$ cat config.mk
export PLATFORM = sky130hd
export DESIGN_NAME = wt_lcd_writer_flat
export DESIGN_NICKNAME = d
export VERILOG_FILES = /design/src/rtl/wt_lcd_pkg.sv /design/src/rtl/wt_lcd_writer_if.sv /design/src/rtl/wt_lcd_slot_timer.sv /design/src/rtl/wt_lcd_writer.sv /design/src/flat_wrapper.sv
export SDC_FILE = /design/constraint.sdc
export NUM_CORES = 1
export LEC_CHECK = 0
export ABC_AREA = 0
export BUFFER_PORTS_ARGS = -buffer_cell sky130_fd_sc_hd__buf_4
export CAP_MARGIN = 20
export CORE_MARGIN = 3
export CORE_UTILIZATION = 40
export CTS_BUF_LIST = sky130_fd_sc_hd__clkbuf_2 sky130_fd_sc_hd__clkbuf_4 sky130_fd_sc_hd__clkbuf_8
export DETAILED_ROUTE_END_ITERATION = 12
export GPL_TIMING_DRIVEN = 0
export HOLD_SLACK_MARGIN = 0.05
export SKIP_LAST_GASP = 1
export SYNTH_ARGS = -nofsm -noshare
export SYNTH_HDL_FRONTEND = slang
export SYNTH_SLANG_ARGS = --single-unit
$ cat constraint.sdc
create_clock -name CLK -period 2.6 [get_ports CLK]
set_input_delay 0.39 -clock CLK [delete_from_list [all_inputs] [get_ports CLK]]
set_output_delay 0.39 -clock CLK [all_outputs]
set_load 0.03 [all_outputs]
$ cat src/rtl/wt_lcd_pkg.sv
// Shared types and HD44780 command bytes for the character LCD writer.
package wt_lcd_pkg;

    typedef enum logic [3:0] {
        ST_POWER   = 4'd0,
        ST_FUNC    = 4'd1,
        ST_DISP    = 4'd2,
        ST_ENTRY   = 4'd3,
        ST_CLEAR   = 4'd4,
        ST_CLRWAIT = 4'd5,
        ST_ADDR1   = 4'd6,
        ST_LINE1   = 4'd7,
        ST_ADDR2   = 4'd8,
        ST_LINE2   = 4'd9
    } lcd_state_e;

    localparam logic [7:0] CMD_FUNC_2L = 8'h38;
    localparam logic [7:0] CMD_FUNC_1L = 8'h30;
    localparam logic [7:0] CMD_DISP_ON = 8'h0C;
    localparam logic [7:0] CMD_ENTRY   = 8'h06;
    localparam logic [7:0] CMD_CLEAR   = 8'h01;
    localparam logic [7:0] CMD_LINE1   = 8'h80;
    localparam logic [7:0] CMD_LINE2   = 8'hC0;

    localparam int LINE_LEN = 16;

endpackage

$ cat src/rtl/wt_lcd_writer_if.sv
// LCD pin bundle: 8-bit data bus plus RS/RW/E control lines.
interface wt_lcd_writer_if;

    logic [7:0] LCD_DATA;
    logic       LCD_RS;
    logic       LCD_RW;
    logic       LCD_E;

    modport master (output LCD_DATA, output LCD_RS, output LCD_RW, output LCD_E);
    modport slave  (input  LCD_DATA, input  LCD_RS, input  LCD_RW, input  LCD_E);

endinterface

$ cat src/rtl/wt_lcd_slot_timer.sv
// Write-slot timer: counts 0..CLK_DIV-1 and decodes load, enable window and slot end.
module wt_lcd_slot_timer #(
    parameter int CLK_DIV = 2500
) (
    input  logic i_clk,
    input  logic i_rst,
    output logic o_load,
    output logic o_e_win,
    output logic o_slot_end
);

    localparam int CW = $clog2(CLK_DIV);
    localparam logic [CW-1:0] CNT_LAST = CW'(CLK_DIV - 1);
    localparam logic [CW-1:0] CNT_LOAD = CW'(1);
    localparam logic [CW-1:0] E_START  = CW'(2);
    localparam logic [CW-1:0] E_STOP   = CW'(CLK_DIV / 2 + 2);

    logic [CW-1:0] r_cnt;

    always_ff @(posedge i_clk) begin
        if (i_rst) begin
            r_cnt <= '0;
        end else if (r_cnt == CNT_LAST) begin
            r_cnt <= '0;
        end else begin
            r_cnt <= r_cnt + CW'(1);
        end
    end

    // Enable opens one cycle after the data load, giving the bus a cycle of setup.
    assign o_load     = (r_cnt == CNT_LOAD);
    assign o_e_win    = (r_cnt >= E_START) && (r_cnt < E_STOP);
    assign o_slot_end = (r_cnt == CNT_LAST);

endmodule

$ cat src/rtl/wt_lcd_writer.sv
// HD44780 8-bit write-only driver: one-shot init sequence, then continuous refresh.
// Macro WT_LCD_TWO_LINE_EN enables the second display line (function set 0x38).
module wt_lcd_writer
    import wt_lcd_pkg::*;
#(
    parameter int CLK_DIV     = 2500,
    parameter int POWER_SLOTS = 300,
    parameter int CLEAR_SLOTS = 40
) (
    input  logic             CLK,
    input  logic             RST,
    input  logic [7:0]       BUFF,
    output logic [4:0]       CHAR_IDX,
    output logic             FRAME_DONE,
    wt_lcd_writer_if.master  lcd
);

    localparam int IDLE_W = 16;
    localparam logic [IDLE_W-1:0] POWER_LAST = IDLE_W'(POWER_SLOTS - 1);
    localparam logic [IDLE_W-1:0] CLEAR_LAST = IDLE_W'(CLEAR_SLOTS - 1);
    localparam logic [3:0]        COL_LAST   = 4'(LINE_LEN - 1);
`ifdef WT_LCD_TWO_LINE_EN
    localparam logic [7:0] CMD_FUNC  = CMD_FUNC_2L;
    localparam lcd_state_e LAST_LINE = ST_LINE2;
`else
    localparam logic [7:0] CMD_FUNC  = CMD_FUNC_1L;
    localparam lcd_state_e LAST_LINE = ST_LINE1;
`endif

    logic              w_load;
    logic              w_e_win;
    logic              w_slot_end;
    logic              w_col_last;
    logic              w_write;
    logic              w_rs;
    logic [7:0]        w_byte;
    lcd_state_e        w_state_nxt;
    lcd_state_e        r_state;
    logic [IDLE_W-1:0] r_idle;
    logic [4:0]        r_char_idx;
    logic [7:0]        r_data;
    logic              r_rs;
    logic              r_e;
    logic              r_frame_done;

    wt_lcd_slot_timer #(.CLK_DIV(CLK_DIV)) u_slot_timer (
        .i_clk      (CLK),
        .i_rst      (RST),
        .o_load     (w_load),
        .o_e_win    (w_e_win),
        .o_slot_end (w_slot_end)
    );

    assign w_col_last = (r_char_idx[3:0] == COL_LAST);

    always_comb begin
        w_state_nxt = r_state;
        w_byte      = 8'h00;
        w_rs        = 1'b0;
        w_write     = 1'b0;
        case (r_state)
            ST_POWER:   if (r_idle == POWER_LAST) w_state_nxt = ST_FUNC;
            ST_FUNC:    begin w_write = 1'b1; w_byte = CMD_FUNC;    w_state_nxt = ST_DISP;    end
            ST_DISP:    begin w_write = 1'b1; w_byte = CMD_DISP_ON; w_state_nxt = ST_ENTRY;   end
            ST_ENTRY:   begin w_write = 1'b1; w_byte = CMD_ENTRY;   w_state_nxt = ST_CLEAR;   end
            ST_CLEAR:   begin w_write = 1'b1; w_byte = CMD_CLEAR;   w_state_nxt = ST_CLRWAIT; end
            ST_CLRWAIT: if (r_idle == CLEAR_LAST) w_state_nxt = ST_ADDR1;
            ST_ADDR1:   begin w_write = 1'b1; w_byte = CMD_LINE1;   w_state_nxt = ST_LINE1;   end
            ST_LINE1: begin
                w_write = 1'b1;
                w_rs    = 1'b1;
                w_byte  = BUFF;
`ifdef WT_LCD_TWO_LINE_EN
                if (w_col_last) w_state_nxt = ST_ADDR2;
`else
                if (w_col_last) w_state_nxt = ST_ADDR1;
`endif
            end
`ifdef WT_LCD_TWO_LINE_EN
            ST_ADDR2:   begin w_write = 1'b1; w_byte = CMD_LINE2;   w_state_nxt = ST_LINE2;   end
            ST_LINE2: begin
                w_write = 1'b1;
                w_rs    = 1'b1;
                w_byte  = BUFF;
                if (w_col_last) w_state_nxt = ST_ADDR1;
            end
`endif
            default:    w_state_nxt = ST_POWER;
        endcase
    end

    always_ff @(posedge CLK) begin
        if (RST) begin
            r_state      <= ST_POWER;
            r_idle       <= '0;
            r_char_idx   <= 5'h00;
            r_data       <= 8'h00;
            r_rs         <= 1'b0;
            r_e          <= 1'b0;
            r_frame_done <= 1'b0;
        end else begin
            if (w_load && w_write) begin
                r_data <= w_byte;
                r_rs   <= w_rs;
            end
            r_e          <= w_e_win && w_write;
            r_frame_done <= w_slot_end && (r_state == LAST_LINE) && w_col_last;
            if (w_slot_end) begin
                r_state <= w_state_nxt;
                if (w_state_nxt != r_state) begin
                    r_idle <= '0;
                end else if (r_state == ST_POWER || r_state == ST_CLRWAIT) begin
                    r_idle <= r_idle + IDLE_W'(1);
                end
                // Index is set up one slot ahead so it is stable for the whole character slot.
                case (r_state)
                    ST_ADDR1: r_char_idx <= 5'h00;
`ifdef WT_LCD_TWO_LINE_EN
                    ST_ADDR2: r_char_idx <= 5'h10;
                    ST_LINE2: if (!w_col_last) r_char_idx <= r_char_idx + 5'd1;
`endif
                    ST_LINE1: if (!w_col_last) r_char_idx <= r_char_idx + 5'd1;
                    default:  ;
                endcase
            end
        end
    end

    assign CHAR_IDX     = r_char_idx;
    assign FRAME_DONE   = r_frame_done;
    assign lcd.LCD_DATA = r_data;
    assign lcd.LCD_RS   = r_rs;
    assign lcd.LCD_RW   = 1'b0;
    assign lcd.LCD_E    = r_e;

endmodule
$ cat src/flat_wrapper.sv
// flat-port wrapper written by rule: the top's interface ports become plain ports
module wt_lcd_writer_flat import wt_lcd_pkg::*;
#(
    parameter int CLK_DIV     = 2500,
    parameter int POWER_SLOTS = 300,
    parameter int CLEAR_SLOTS = 40
)
  (CLK, RST, BUFF, CHAR_IDX, FRAME_DONE, lcd_LCD_DATA, lcd_LCD_RS, lcd_LCD_RW, lcd_LCD_E);
  wt_lcd_writer_if lcd_i ();
  input  logic CLK;
  input  logic RST;
  input  logic [7:0] BUFF;
  output logic [4:0] CHAR_IDX;
  output logic FRAME_DONE;
  output wire logic [$bits(lcd_i.LCD_DATA)-1:0] lcd_LCD_DATA;
  output wire logic [$bits(lcd_i.LCD_RS)-1:0] lcd_LCD_RS;
  output wire logic [$bits(lcd_i.LCD_RW)-1:0] lcd_LCD_RW;
  output wire logic [$bits(lcd_i.LCD_E)-1:0] lcd_LCD_E;
  assign lcd_LCD_DATA = lcd_i.LCD_DATA;
  assign lcd_LCD_RS = lcd_i.LCD_RS;
  assign lcd_LCD_RW = lcd_i.LCD_RW;
  assign lcd_LCD_E = lcd_i.LCD_E;
  wt_lcd_writer #(.CLK_DIV(CLK_DIV), .POWER_SLOTS(POWER_SLOTS), .CLEAR_SLOTS(CLEAR_SLOTS)) u_core (.CLK(CLK), .RST(RST), .BUFF(BUFF), .CHAR_IDX(CHAR_IDX), .FRAME_DONE(FRAME_DONE), .lcd(lcd_i));
endmodule
# == After elaboration in Yosys (flattened, before gate mapping) ==
# Cells that the tools add are included.
# word_totals
regBits,48
inputBits,10
output_inout_bits,17
# op_classes
addsub,3
order_cmp,2
eq_ne,14
n_mux,11
n_reduce_logical,13
# op_table
op,count
8-bit case mux with 6 select lines,1
16-bit 2-to-1 mux,2
4-bit case mux with 8 select lines,1
16-bit by 1-bit adder with 16-bit output (second input constant),1
16-bit by 6-bit equality test with 1-bit output (second input constant),1
16-bit by 9-bit equality test with 1-bit output (second input constant),1
4-bit by 3-bit equality test with 1-bit output (second input constant),4
12-bit by 1-bit adder with 12-bit output (second input constant),1
12-bit by 1-bit equality test with 1-bit output (second input constant),1
12-bit equality test (second input constant),1
12-bit by 2-bit >= comparator with 1-bit output (second input constant),1
12-bit by 11-bit less-than comparator with 1-bit output (second input constant),1
4-bit 2-to-1 mux,3
5-bit case mux with 2 select lines,1
4-bit by 2-bit equality test with 1-bit output (second input constant),2
6-bit OR reduction,1
5-bit by 1-bit adder with 5-bit output (second input constant),1
1-bit logical AND,5
5-bit 2-to-1 mux,1
4-bit by 1-bit equality test with 1-bit output (second input constant),1
4-bit equality test (second input constant),1
4-bit logical NOT,1
4-bit inequality test,1
2-bit nonzero test,2
other kinds (6),7

# == Longest topological paths before layout ==
# depth
word_depth,6
depth_mapped,8
ltp_nobuf,6

# == Cells and area by module ==
# From an unflattened synthesis, not the netlist that was laid out.
# hier_totals
cells_unflattened,288
hier_area_um2,2524.9
# modules_own_cells
mod,instances,cells_each,area_per_inst_um2,seq_area_each_um2
wt_lcd_writer,1,210,1846.8,720.7
wt_lcd_slot_timer,1,78,678.2,240.2

# == Least setup slack after synthesis ==
# OpenSTA, ideal clock, no wires.
# synth_path
kind,reg-to-reg
from,register u_core.r_char_idx[0] (netlist: u_core.CHAR_IDX[0])
to,register u_core.r_idle[5]
setup_time_ns,0.115
arrival_ns,1.674
required_ns,2.485
slack_ns,0.811
path_stages_with_launch,8
path_cell_list,dfxtp_1 > ha_1 > nand3_1 > nand2_8 > nand2_4 > o31ai_4 > buf_6 > nor2_1
# synth_between
elab_chain_cells,6
elab_cells_between_ends,7
# synth_rtl
element,line,text
from (decl),wt_lcd_writer.sv:40,logic [4:0] r_char_idx;
from (signal assigned),wt_lcd_writer.sv:122,ST_LINE1: if (!w_col_last) r_char_idx <= r_char_idx + 5'd1;
4-bit equality test *,wt_lcd_writer.sv:54,assign w_col_last = (r_char_idx[3:0] == COL_LAST);
4-bit 2-to-1 mux *,wt_lcd_writer.sv:76,if (w_col_last) w_state_nxt = ST_ADDR1;
4-bit case mux with 8 select lines *,wt_lcd_writer.sv:61,case (r_state)
4-bit inequality test *,wt_lcd_writer.sv:110,if (w_state_nxt != r_state) begin
2-bit nonzero test (no source line),-,
2-bit AND reduction (no source line),-,
to (signal assigned),wt_lcd_writer.sv:113,r_idle <= r_idle + IDLE_W'(1);
to (decl),wt_lcd_writer.sv:39,logic [IDLE_W-1:0] r_idle;
# Mark *: on every way between the ends. The rest lies on a longest branch, timed or not.
# A chain may end at the register's enable or synchronous reset.

# == Worst setup path after layout ==
# layout_path
from,register u_core.r_idle[0]
to,register u_core.r_idle[9]
# layout_between
elab_chain_cells,6
elab_cells_between_ends,11
# layout_rtl
element,line
16-bit by 6-bit equality test with 1-bit output or 16-bit by 9-bit equality test with 1-bit output (tied branches),"wt_lcd_writer.sv:67, wt_lcd_writer.sv:62"
4-bit 2-to-1 mux (on tied branches),"wt_lcd_writer.sv:67, wt_lcd_writer.sv:62"
4-bit case mux with 8 select lines,wt_lcd_writer.sv:61
4-bit inequality test,wt_lcd_writer.sv:110
2-bit nonzero test (no source line),-
2-bit AND reduction (no source line),-
# Parallel ways exist; a longest one is shown, timed or not. The select of a mux whose other input is x is not followed.

==> results.json <==
{
  "hold_violations": 0,
  "cp_cell_sequence": "ha_1 -> and4bb_2 -> nand4_1 -> o21a_1 -> o31ai_4 -> buf_6 -> nor2_1",
  "dr.pass1.iters": 4,
  "worstMarginPinSlew_ps": 728,
  "numCtsBuffers": 5,
  "yosysSeqAreaShare_pct": 38.3,
  "wl_per_cell_microns": 14.0,
  "clockRootBuffer": "clkbuf_8",
  "rows": 28,
  "ioPinCount": 27,
  "syn_nets": 308,
  "synth_ff_type": "dfxtp_1",
  "cp-end-kind": "flop",
  "status": "finished clean",
  "fin_util_pct": 48.5,
  "cap_violations": 0,
  "fin_crit_sh_pct": 80.8,
  "skew_ps": 13.2,
  "tritoncts": "built",
  "synthCells": 293,
  "postRouteAntennaNets": 0,
  "critical_path_buf_inv_count": 1,
  "drive_gt1_share_pct": 17.2,
  "grt_max_degree": 17,
  "drcViolationCount": 0,
  "clockBufferDepth": 2,
  "critPathRequiredTime_ps": 2800,
  "overflow": 0,
  "vias": 2152,
  "netSwitchingFraction_pct": 23.1,
  "h-tree-depth": 2,
  "postCtsHoldBufs": 0,
  "postSynth.asyncResetShare_pct": 0,
  "hold_ws_ps": 336,
  "max-vdd-ir-drop_mv": 0.254,
  "wl_mm": 5.62,
  "cp_slowest_cell": "dfxtp_1",
  "fmax_mhz": 476,
  "start_util_pct": 41.9,
  "areaGrowthSynthToFinish_pct": 15.8,
  "die_h_microns": 85.2,
  "final_common_cell": "dfxtp_1",
  "arrival_ps": 2300,
  "grt_pass1_vias": 2068,
  "instances_no_fill": 401,
  "clk_latency_ps": 310,
  "min_path_type": "in -> reg",
  "power_w": 0.00138,
  "switchingPower_w": 0.000318,
  "viasPerCell": 5.37,
  "crit_family": "compound AO/OA/AOI/OAI gates",
  "ys_ff_latch": 48,
  "p_seq_share_pct": 54.9,
  "cts.reportedPaths.clkPinSlew_ps": 100,
  "ys_types": 52,
  "max_slew_margin_pct": 51.3,
  "cp_max_fo": 10,
  "p_leak_nw": 1.04,
  "path_class": "reg -> reg",
  "fin_nets": 340,
  "diodes": 0,
  "drv_slew": 0,
  "finalCriticalPeriod_ps": 2100,
  "ys.warnings.count": 0,
  "dp_hpwl_mm": 3.97,
  "drt_iter0_drc": 152,
  "syn_avg_cell_area_sq_um": 8.56,
  "die_x_microns": 85.2,
  "antenna_found_initial": 0,
  "post-cts-setup-buffers": 0,
  "setup_tns_ps": 0,
  "rsz0062_at_grt": "no",
  "cpPeakStageDelay_ps": 410,
  "cts_resized": 0,
  "dpl.cell_count": 393,
  "mostFrequentLayoutCells": "dfxtp_1, nor2_1, buf_4, nand3_1, a21oi_1",
  "core_sq_mm": 0.00599,
  "startpoint_type": "flop",
  "fillerInstances": 587,
  "synthesis.area_sq_mm": 0.00251,
  "power_density_mw_per_mm2": 474,
  "grt.total_usage_pct": 16.2,
  "combPwrFrac_pct": 4.3,
  "floorplan.die_area_sq_mm": 0.00725,
  "cts.sinks": 48,
  "gp_congestion": 0.790,
  "port_buffers": 25,
  "p_clk_share_pct": 40.8,
  "p_int_w": 0.00106,
  "synth_edf_count": 0,
  "setup_viol": 0,
  "grt_pass1_wl_mm": 9.67
}
[flip-flops by register name (all words and copies together) (netlist names)]
register	cells
u_core.CHAR_IDX	5
u_core.FRAME_DONE	1
u_core.lcd.LCD_DATA	8
u_core.lcd.LCD_E	1
u_core.lcd.LCD_RS	1
u_core.r_idle	16
u_core.r_state	4
u_core.u_slot_timer.r_cnt	12
[metrics by stage]
stage / worst slack, ps / instance area, sq um
global placement: 539 / 2790
global route: 336 / 2900
floorplan: 811 / 2510
detailed placement: 536 / 2790
finish: 500 / 2900
CTS: 498 / 2900
[final timing paths]
path / startpoint / endpoint / slack (ps) / depth (start not counted)
max: u_core.r_idle[0]$_SDFFE_PP0P_ / u_core.r_idle[9]$_SDFFE_PP0P_ / 500 / 7
min: BUFF[6] / u_core.lcd.LCD_DATA[6]$_SDFFE_PP0P_ / 340 / 3
max reg2reg: u_core.r_idle[0]$_SDFFE_PP0P_ / u_core.r_idle[9]$_SDFFE_PP0P_ / 500 / 7
min reg2reg: u_core.CHAR_IDX[4]$_SDFFE_PP0P_ / u_core.CHAR_IDX[4]$_SDFFE_PP0P_ / 470 / 1
[logic make-up after synthesis]
group                      share of synthesized area, %
AOI/OAI and AO/OA                                  11.1
xor gates and xnor gates                           7.68
adders and majority gates                          2.50
buffers and inverters                              5.29
DFF                                                38.3
muxes                                              2.40
other                                             0.150
and+or+nand+nor                                    32.6
[synth_stat cells (all sizes together) (2+ instances only)]
master	instances	area, sq um
buf	9	65.1
clkbuf	6	22.5
dfxtp	48	961
nand2	18	91.3
mux2i	6	60.1
and3	5	32.5
nand2b	3	18.8
a21oi	18	90.1
xnor2	12	105
o21a	2	15.0
and4b	2	20.0
and4	6	55.1
nor4	12	75.1
o21ai	6	30.0
nand4	9	71.3
o32ai	2	17.5
o22ai	2	12.5
xor2	10	87.6
and2	7	43.8
a211oi	4	35.0
inv	12	45.0
nor2	41	161
a31oi	2	12.5
nand3	18	90.1
nor3b	2	15.0
ha	5	62.6
nor2b	2	12.5
nor3	10	70.1
[layer usage]
| metal | part of all wire (%) | global-route usage [%] | wire length (microns) |
|---|---|---|---|
| met1 | 48 | 21.5 | 2710 |
| met2 | 47 | 26.5 | 2660 |
| met3 | 3.3 | 3.40 | 187 |
| met4 | 1.1 | 5.04 | 63 |
| met5 | 0 | 0 | 0 |
[power by group through the flow]
| stage | sequential [W] | clock [W] | combinational [W] |
|---|---|---|---|
| floorplan | 0.000769 | 0 | 0.0000378 |
| global placement | 0.000772 | 0 | 0.0000585 |
| detailed placement | 0.000773 | 0 | 0.0000596 |
| CTS | 0.000755 | 0.000574 | 0.0000600 |
| global route | 0.000758 | 0.000598 | 0.0000663 |
| finish | 0.000756 | 0.000562 | 0.0000594 |
[layout make-up]
class                   instances  area (sq um)  area share [%]
multi-input cells             218          1410            48.7
flip-flops and latches         48           961            33.1
repair buffers                 25           188            6.46
well taps                      75          93.8            3.23
plain buffers                  15          87.6            3.02
clock buffers                   5          68.8            2.37
clock inverters                 3          46.3            1.59
inverters                      12          45.0            1.55
[worst register-to-register path, cell delays in order, from the launching register on]
cell      delay [ps]
dfxtp_1          410
ha_1             290
and4bb_2         250
nand4_1          190
o21a_1           350
o31ai_4          280
buf_6            170
nor2_1            50
Note: power is estimated with default switching activity, not from simulation.
